===== config.mk =====
export PLATFORM = sky130hd
export DESIGN_NAME = aes10_dec
export DESIGN_NICKNAME = d
export VERILOG_FILES = /design/src/rtl/aes10_pkg.sv /design/src/rtl/aes10_inv_sbox10.sv /design/src/rtl/aes10_dec.sv
export SDC_FILE = /design/constraint.sdc
export NUM_CORES = 1
export LEC_CHECK = 0
export ABC_AREA = 1
export BUFFER_PORTS_ARGS = -buffer_cell sky130_fd_sc_hd__buf_4
export CAP_MARGIN = 40
export CORE_AREA = 3 3 99 63
export DETAILED_ROUTE_END_ITERATION = 8
export DIE_AREA = 0 0 102 66
export PLACE_DENSITY = 0.58
export SLEW_MARGIN = 20
export SYNTH_ARGS = -nofsm -noshare
export SYNTH_HDL_FRONTEND = slang
export SYNTH_SLANG_ARGS = --single-unit

===== constraint.sdc =====
create_clock -name clk -period 1.7 [get_ports clk]
set_input_delay 0.085 -clock clk [delete_from_list [all_inputs] [get_ports clk]]
set_output_delay 0.085 -clock clk [all_outputs]
set_load 0.01 [all_outputs]

===== src/rtl/aes10_pkg.sv =====
`default_nettype none
// ============================================================================
//  Module      : aes10_pkg
//  Description : Shared definitions for the 10-bit toy block decryptor:
//                default round count, FSM state encoding, the inverse bit
//                permutation and the two Feistel mixing functions used by
//                the 10-bit S-box pair.
//  Revision    : 1.0 - initial release
// ============================================================================
package aes10_pkg;

   localparam int ROUNDS_DEFAULT = 3;

   typedef enum logic [1:0] {
      IDLE  = 2'd0,
      ROUND = 2'd1,
      DONE  = 2'd2
   } fsm_e;

   // The encryptor permutation moves input bit (3*i+1) mod 10 to output
   // bit i. This is its inverse: input bit i returns to position
   // (3*i+1) mod 10. Written out as a flat concatenation.
   function automatic logic [9:0] inv_perm10(input logic [9:0] x);
      return {x[6], x[9], x[2], x[5], x[8], x[1], x[4], x[7], x[0], x[3]};
   endfunction

   // Round function applied to the right half to mask the left half.
   function automatic logic [4:0] sbox_f(input logic [4:0] r);
      return {r[3:0], r[4]} ^ ({r[2:0], r[4:3]} & ~{r[1:0], r[4:2]}) ^ 5'h0B;
   endfunction

   // Round function applied to the new left half to mask the right half.
   function automatic logic [4:0] sbox_g(input logic [4:0] l);
      return {l[0], l[4:1]} ^ (l & {l[2:0], l[4:3]}) ^ 5'h14;
   endfunction

endpackage
`default_nettype wire


===== src/rtl/aes10_inv_sbox10.sv =====
`default_nettype none
// ============================================================================
//  Module      : inv_sbox10
//  Description : Combinational inverse of the 10-bit S-box. The forward
//                S-box is a two-step Feistel network on 5-bit halves
//                (L' = L ^ f(R), R' = R ^ g(L')), so the inverse undoes
//                the steps in reverse order.
//  Revision    : 1.0 - initial release
// ============================================================================
module inv_sbox10
   import aes10_pkg::*;
(
   input  logic [9:0] y_i,
   output logic [9:0] x_o
);

   logic [4:0] w_right;
   logic [4:0] w_left;

   // Undo the right-half mask first, then the left-half mask.
   always_comb begin
      w_right = y_i[4:0] ^ sbox_g(y_i[9:5]);
      w_left  = y_i[9:5] ^ sbox_f(w_right);
      x_o     = {w_left, w_right};
   end

endmodule
`default_nettype wire


===== src/rtl/aes10_dec.sv =====
`default_nettype none
// ============================================================================
//  Module      : aes10_dec
//  Description : Iterative 10-bit toy block decryptor. An accepted start
//                captures ciphertext and key, ROUNDS inverse rounds are
//                applied one per clock, and one further edge registers the
//                result onto plaintext with ready. Fixed latency ROUNDS+1.
//  Revision    : 1.0 - initial release
// ============================================================================
module aes10_dec
   import aes10_pkg::*;
#(
   parameter int ROUNDS = ROUNDS_DEFAULT
)(
   input  logic       clk,
   input  logic       rst_n,
   input  logic       start,
   input  logic [9:0] ciphertext,
   input  logic [9:0] key,
   output logic [9:0] plaintext,
   output logic       ready,
   output logic       busy
);

   // The counter stops at ROUNDS; that edge moves the result to the output
   // register, giving the fixed ROUNDS+1 latency without a fourth state.
   localparam logic [2:0] C_LAST_ROUND = 3'(ROUNDS);

   fsm_e       fsm_q;
   logic [9:0] data_q;
   logic [9:0] key_q;
   logic [2:0] round_q;
   logic [9:0] plaintext_q;
   logic       ready_q;
   logic       busy_q;

   logic [9:0] mix_d;
   logic [9:0] data_d;

   // One inverse round: remove key, undo permutation, undo S-box.
   always_comb begin
      mix_d = inv_perm10(data_q ^ key_q);
   end

   inv_sbox10 u_inv_sbox (
      .y_i (mix_d),
      .x_o (data_d)
   );

   // Control FSM with datapath and registered outputs.
   always_ff @(posedge clk) begin
      if (!rst_n) begin
         fsm_q       <= IDLE;
         data_q      <= '0;
         key_q       <= '0;
         round_q     <= '0;
         plaintext_q <= '0;
         ready_q     <= 1'b0;
         busy_q      <= 1'b0;
      end else begin
         case (fsm_q)
            IDLE, DONE: begin
               if (start) begin
                  data_q  <= ciphertext;
                  key_q   <= key;
                  round_q <= '0;
                  ready_q <= 1'b0;
                  busy_q  <= 1'b1;
                  fsm_q   <= ROUND;
               end
            end
            ROUND: begin
               // start is deliberately ignored here.
               if (round_q == C_LAST_ROUND) begin
                  plaintext_q <= data_q;
                  ready_q     <= 1'b1;
                  busy_q      <= 1'b0;
                  fsm_q       <= DONE;
               end else begin
                  data_q  <= data_d;
                  round_q <= round_q + 3'd1;
               end
            end
            default: begin
               fsm_q <= IDLE;
            end
         endcase
      end
   end

   assign plaintext = plaintext_q;
   assign ready     = ready_q;
   assign busy      = busy_q;

endmodule
`default_nettype wire

== Word-level counts from Yosys, hierarchy flattened ==
Index checks and enable logic that the tools add are counted.

* Bits in registers: 37
* Logic and storage cells: 47

* Equality and inequality tests: 6
* Add/subtract/negate cells: 1
* Reduce and logical (&&, ||, !) cells: 8
* Mux-type cells: 15
* Bitwise gates (word level): 10

{| class="wikitable"
|+ Operator list
! cell !! count
|-
| 2-to-1 mux 10 bit || 2
|-
| one-hot mux 10 bit (2 select lines) || 1
|-
| bitwise XOR 5 bit || 4
|-
| bitwise AND 5 bit || 2
|-
| bitwise XOR 10 bit || 1
|-
| 2-to-1 mux 3 bit || 2
|-
| != test 2 bit, second input constant || 3
|-
| one-hot mux 3 bit (2 select lines) || 1
|-
| AND reduction 2 bit || 3
|-
| AND reduction 3 bit || 2
|-
| NOT 5 bit || 1
|-
| 2-to-1 mux 1 bit || 4
|-
| 2-to-1 mux 2 bit || 2
|-
| one-hot mux 1 bit (2 select lines) || 2
|-
| one-hot mux 2 bit (2 select lines) || 1
|-
| adder 3 x 1 -> 3 bit, second input constant || 1
|-
| equality test 3 x 2 -> 1 bit, second input constant || 1
|-
| NOT 3 bit || 1
|-
| equality test 2 x 1 -> 1 bit, second input constant || 1
|-
| equality test 2 bit, second input constant || 1
|-
| zero test 2 bit || 1
|-
| NOT 2 bit || 1
|-
| nonzero test 2 bit || 1
|-
| OR reduction 2 bit || 1
|}

== Logic depth before layout (Yosys ltp) ==
* Word-level depth: 12
* Depth in mapped cells: 13
* Depth with buffers taken out: 13

== Hierarchy ==
From an unflattened synthesis, not the netlist that was laid out.

* Cell total of the unflattened synthesis: 322
* Area total of the unflattened synthesis: 2074.5 µm²

{| class="wikitable"
|+ Modules (own cells, without submodules)
! module !! cells an instance !! area each (µm²) !! sequential area each (µm²) !! times used
|-
| aes10_dec || 243 || 1700.4 || 740.7 || 1
|-
| inv_sbox10 || 79 || 374.1 || 0.0 || 1
|}

== Worst setup path after synthesis ==
OpenSTA, ideal clock, no wires.

* Path type: reg2reg
* From: reg round_q[0]
* To: reg data_q[1]
* Arrival time: 1.306 ns
* Cell stages (with the launch flop): 8
* Slack: 0.298 ns
* Period minus slack after synthesis: 1.402 ns
* Library setup time: 0.095 ns
* Cells stage by stage: dfxtp_1 ha_1 ha_1 nor2_4 nor2_2 buf_6 a21oi_1 a221oi_1

* Cells in the longest elaborated chain, start to end: 3

{| class="wikitable"
|+ RTL lines
! what !! RTL line !! RTL
|-
| from (decl) || aes10_dec.sv:32 || <nowiki>logic [2:0] round_q;</nowiki>
|-
| from (signal assigned) || aes10_dec.sv:81 || <nowiki>round_q <= round_q + 3'd1;</nowiki>
|-
| equality test 3 x 2 -> 1 bit || aes10_dec.sv:74 || <nowiki>if (round_q == C_LAST_ROUND) begin</nowiki>
|-
| != test 2 bit (no line) || - ||
|-
| AND reduction 3 bit (no line) || - ||
|-
| to (signal assigned) || aes10_dec.sv:64 || <nowiki>data_q <= ciphertext;</nowiki>
|-
| to (signal assigned) || aes10_dec.sv:80 || <nowiki>data_q <= data_d;</nowiki>
|-
| to (decl) || aes10_dec.sv:30 || <nowiki>logic [9:0] data_q;</nowiki>
|}

No other way between the ends.
A chain may end at the register's enable or synchronous reset.

== Worst setup path in the final report ==
Ends and elaborated chain as after synthesis.

==> summary.md <==
| Metric | Value |
|---|---|
| Crit path time final | 1550 ps |
| Max Slew Vio Count | 0 |
| Peak supply drop | 0.000394 V |
| PD cells | 903 nW/um^2 |
| CP Class | reg -> reg |
| DR DRC count | 0 |
| Grt peak-use layer | met1 |
| Met2 GRT Util | 0.228 |
| Wirelength, routed | 5230 microns |
| Global placer's final weighted congestion | 0.802 |
| Startpoint Class | flop |
| Skew final | 7.24 ps |
| Post-DP Area | 2480 sq um |
| FFs w/ async S/R, synth | 0 |
| WL/cell | 12.2 microns |
| Die Ht | 66 microns |
| Worst-Margin Slew | 469 ps |
| Worst R2R Path Depth | 7 |
| Layout cells sized above 1 | 0.230 |
| Hold Path Stages | 3 |
| Largest net degree at the start of global routing | 19 |
| FILL cells | 570 |
| Syn Inst Count | 321 |
| FF/Latch Area | 741 sq um |
| CTS tree | yes |
| Reg clk slew, reported paths | 80 ps |
| Met3 usage | 0.0443 |
| Synthesized area per cell | 6.64 sq um |
| Worst-Skew Late Latency | 290 ps |
| CTS Buffer Depth | 2 |
| Initial antenna violation count | 0 |
| Via count | 2,063 |
| Leakage | 0.00121 uW |
| Mapped Area | 2130 sq um |
| Post-synthesis sequential area ratio | 0.348 |
| CTS-repair resized insts | 0 |
| Starting DRC count in detailed routing | 91 |
| Setup TNS | 0 ps |
| Met1 GRT Util | 0.249 |
| Synth Warn # | 0 |
| Die ar. | 6730 sq um |
| Outcome | complete, no violations |
| N_diodes | 0 |
| Core area | 5470 sq um |
| Finished Cell Area | 2570 sq um |
| Most frequent cells in the layout | nand2_1 (114), buf_4 (41), dfxtp_1 (37) |
| Cell variety after synth | 27 |
| Tcrit/Tclk final | 0.911 |
| # rows | 21 |
| Hold-fix buffers, CTS | 0 |
| Synth Register Bits | 37 |
| Crit. End Element | flop |
| DRT antenna net count | 0 |
| Vias in the first global route | 1,786 |
| Final Hold Fails | 0 |
| Congestion Overflow GR | 0 |
| Syn Nets | 346 |
| Root Driver | clkbuf_8 |
| Max Cap Viol | 0 |
| Area growth from synthesis to layout | 20.4% |
| Multi-input logic area | 1160 sq um |
| Pre-antenna DRT Iters | 4 |
| RSZ-0062 raised after global routing | false |
| Final setup fails | 0 |
| Clk sinks | 37 |
| Via-to-Cell Ratio | 4.80 |
| Fmax | 0.646 GHz |
| Die Span X | 102 microns |
| First-pass GRT wire length | 8450 microns |
| Commonest non-fill, non-tap cell in the layout | nand2_1 |
| Placed insts | 422 |
| Input/output buffers | 34 |
| GR Util All Layers | 0.164 |
| H-tree lvl count | 2 |
| HP Class | in -> reg |
| Initial Utilization | 0.390 |
| CTS buffer count | 5 |
| Crit path max fanout | 13 |
| Setup Fix Bufs, Post-CTS | 0 |
| # IOs | 35 |
| HPWL Detailed | 4050 microns |
| Rel. slew slack | 0.687 |
| Worst Path Required | 1890 ps |
| EDFF count, synth | 0 |
| Crit path arrival time | 1740 ps |
| Final nets | 385 |
| Non-filler instance count after layout | 430 |
| Ys flop type | dfxtp_1 |
## final cells by class
cell class | count | area share
clock inverters | 2 | 0.00390
clock buffers | 6 | 0.0283
multi-input cells | 233 | 0.452
repair buffers | 43 | 0.134
well taps | 69 | 0.0336
flip-flops and latches | 37 | 0.289
inverters | 40 | 0.0595
## cell usage after synthesis, types with 3 or more instances
library cell / count / area [sq um]
inv_2: 6 / 22.5
clkbuf_1: 6 / 22.5
nor2_4: 4 / 45.0
o21ai_0: 13 / 65.1
nor2_2: 3 / 18.8
inv_1: 33 / 124
nand2_1: 114 / 428
dfxtp_1: 37 / 741
a21oi_1: 34 / 170
nand2_4: 3 / 33.8
xor2_1: 3 / 26.3
a221oi_2: 3 / 45.0
nand3_1: 27 / 135
nor2_1: 8 / 30.0
nand2_2: 9 / 56.3
## sequential cells by signal, indices dropped and copies added (netlist names)
| register | cells |
|---|---|
| ready | 1 |
| key_q | 10 |
| data_q | 10 |
| plaintext | 10 |
| round_q | 3 |
| fsm_q | 2 |
| busy | 1 |
## metal layers
metal	vias to the layer above	wire, microns
met5	-	0
met4	0	34
met3	5	281
met2	45	2060
met1	910	2860
li1	1103	-
## power breakdown
part	total (uW)	internal, uW	switching [uW]
clock network	603	284	319
registers	979	924	55.1
logic	736	273	463
## worst max-delay path, stage by stage (launching register included)
cell      delay (ps)
dfxtp_1          350
ha_1             160
ha_1             230
nor2_4            60
nor2_2           120
buf_4            210
a21oi_1           60
a221oi_1         250
## path summary, 6_finish.rpt
path | start | end | slack [ps]
setup / recovery | round_q[0]$_SDFFE_PN0P_ | data_q[1]$_SDFFE_PN0P_ | 150
hold / removal | key[0] | key_q[0]$_SDFFE_PN0P_ | 70
setup reg to reg | round_q[0]$_SDFFE_PN0P_ | data_q[1]$_SDFFE_PN0P_ | 150
hold reg to reg | round_q[0]$_SDFFE_PN0P_ | round_q[0]$_SDFFE_PN0P_ | 460
## per-stage QoR
step	utilization	total power, uW	worst slack, ps	hold WS (ps)
3_5_place_dp	0.454	1730	164	374
6_report	0.470	2320	151	71.0
4_1_cts	0.470	2350	141	71.7
5_1_grt	0.470	2490	5.37	74.0
3_3_place_gp	0.452	1710	168	363
2_1_floorplan	-	1550	298	223
## logic make-up after synthesis
kind of cell    share of synthesized area
flops                               0.348
simple gates                        0.363
buf+inv                             0.107
xor+xnor                           0.0123
fa+ha+maj                          0.0117
compound gates                      0.158
No activity file was read; power rests on OpenSTA's default activity.
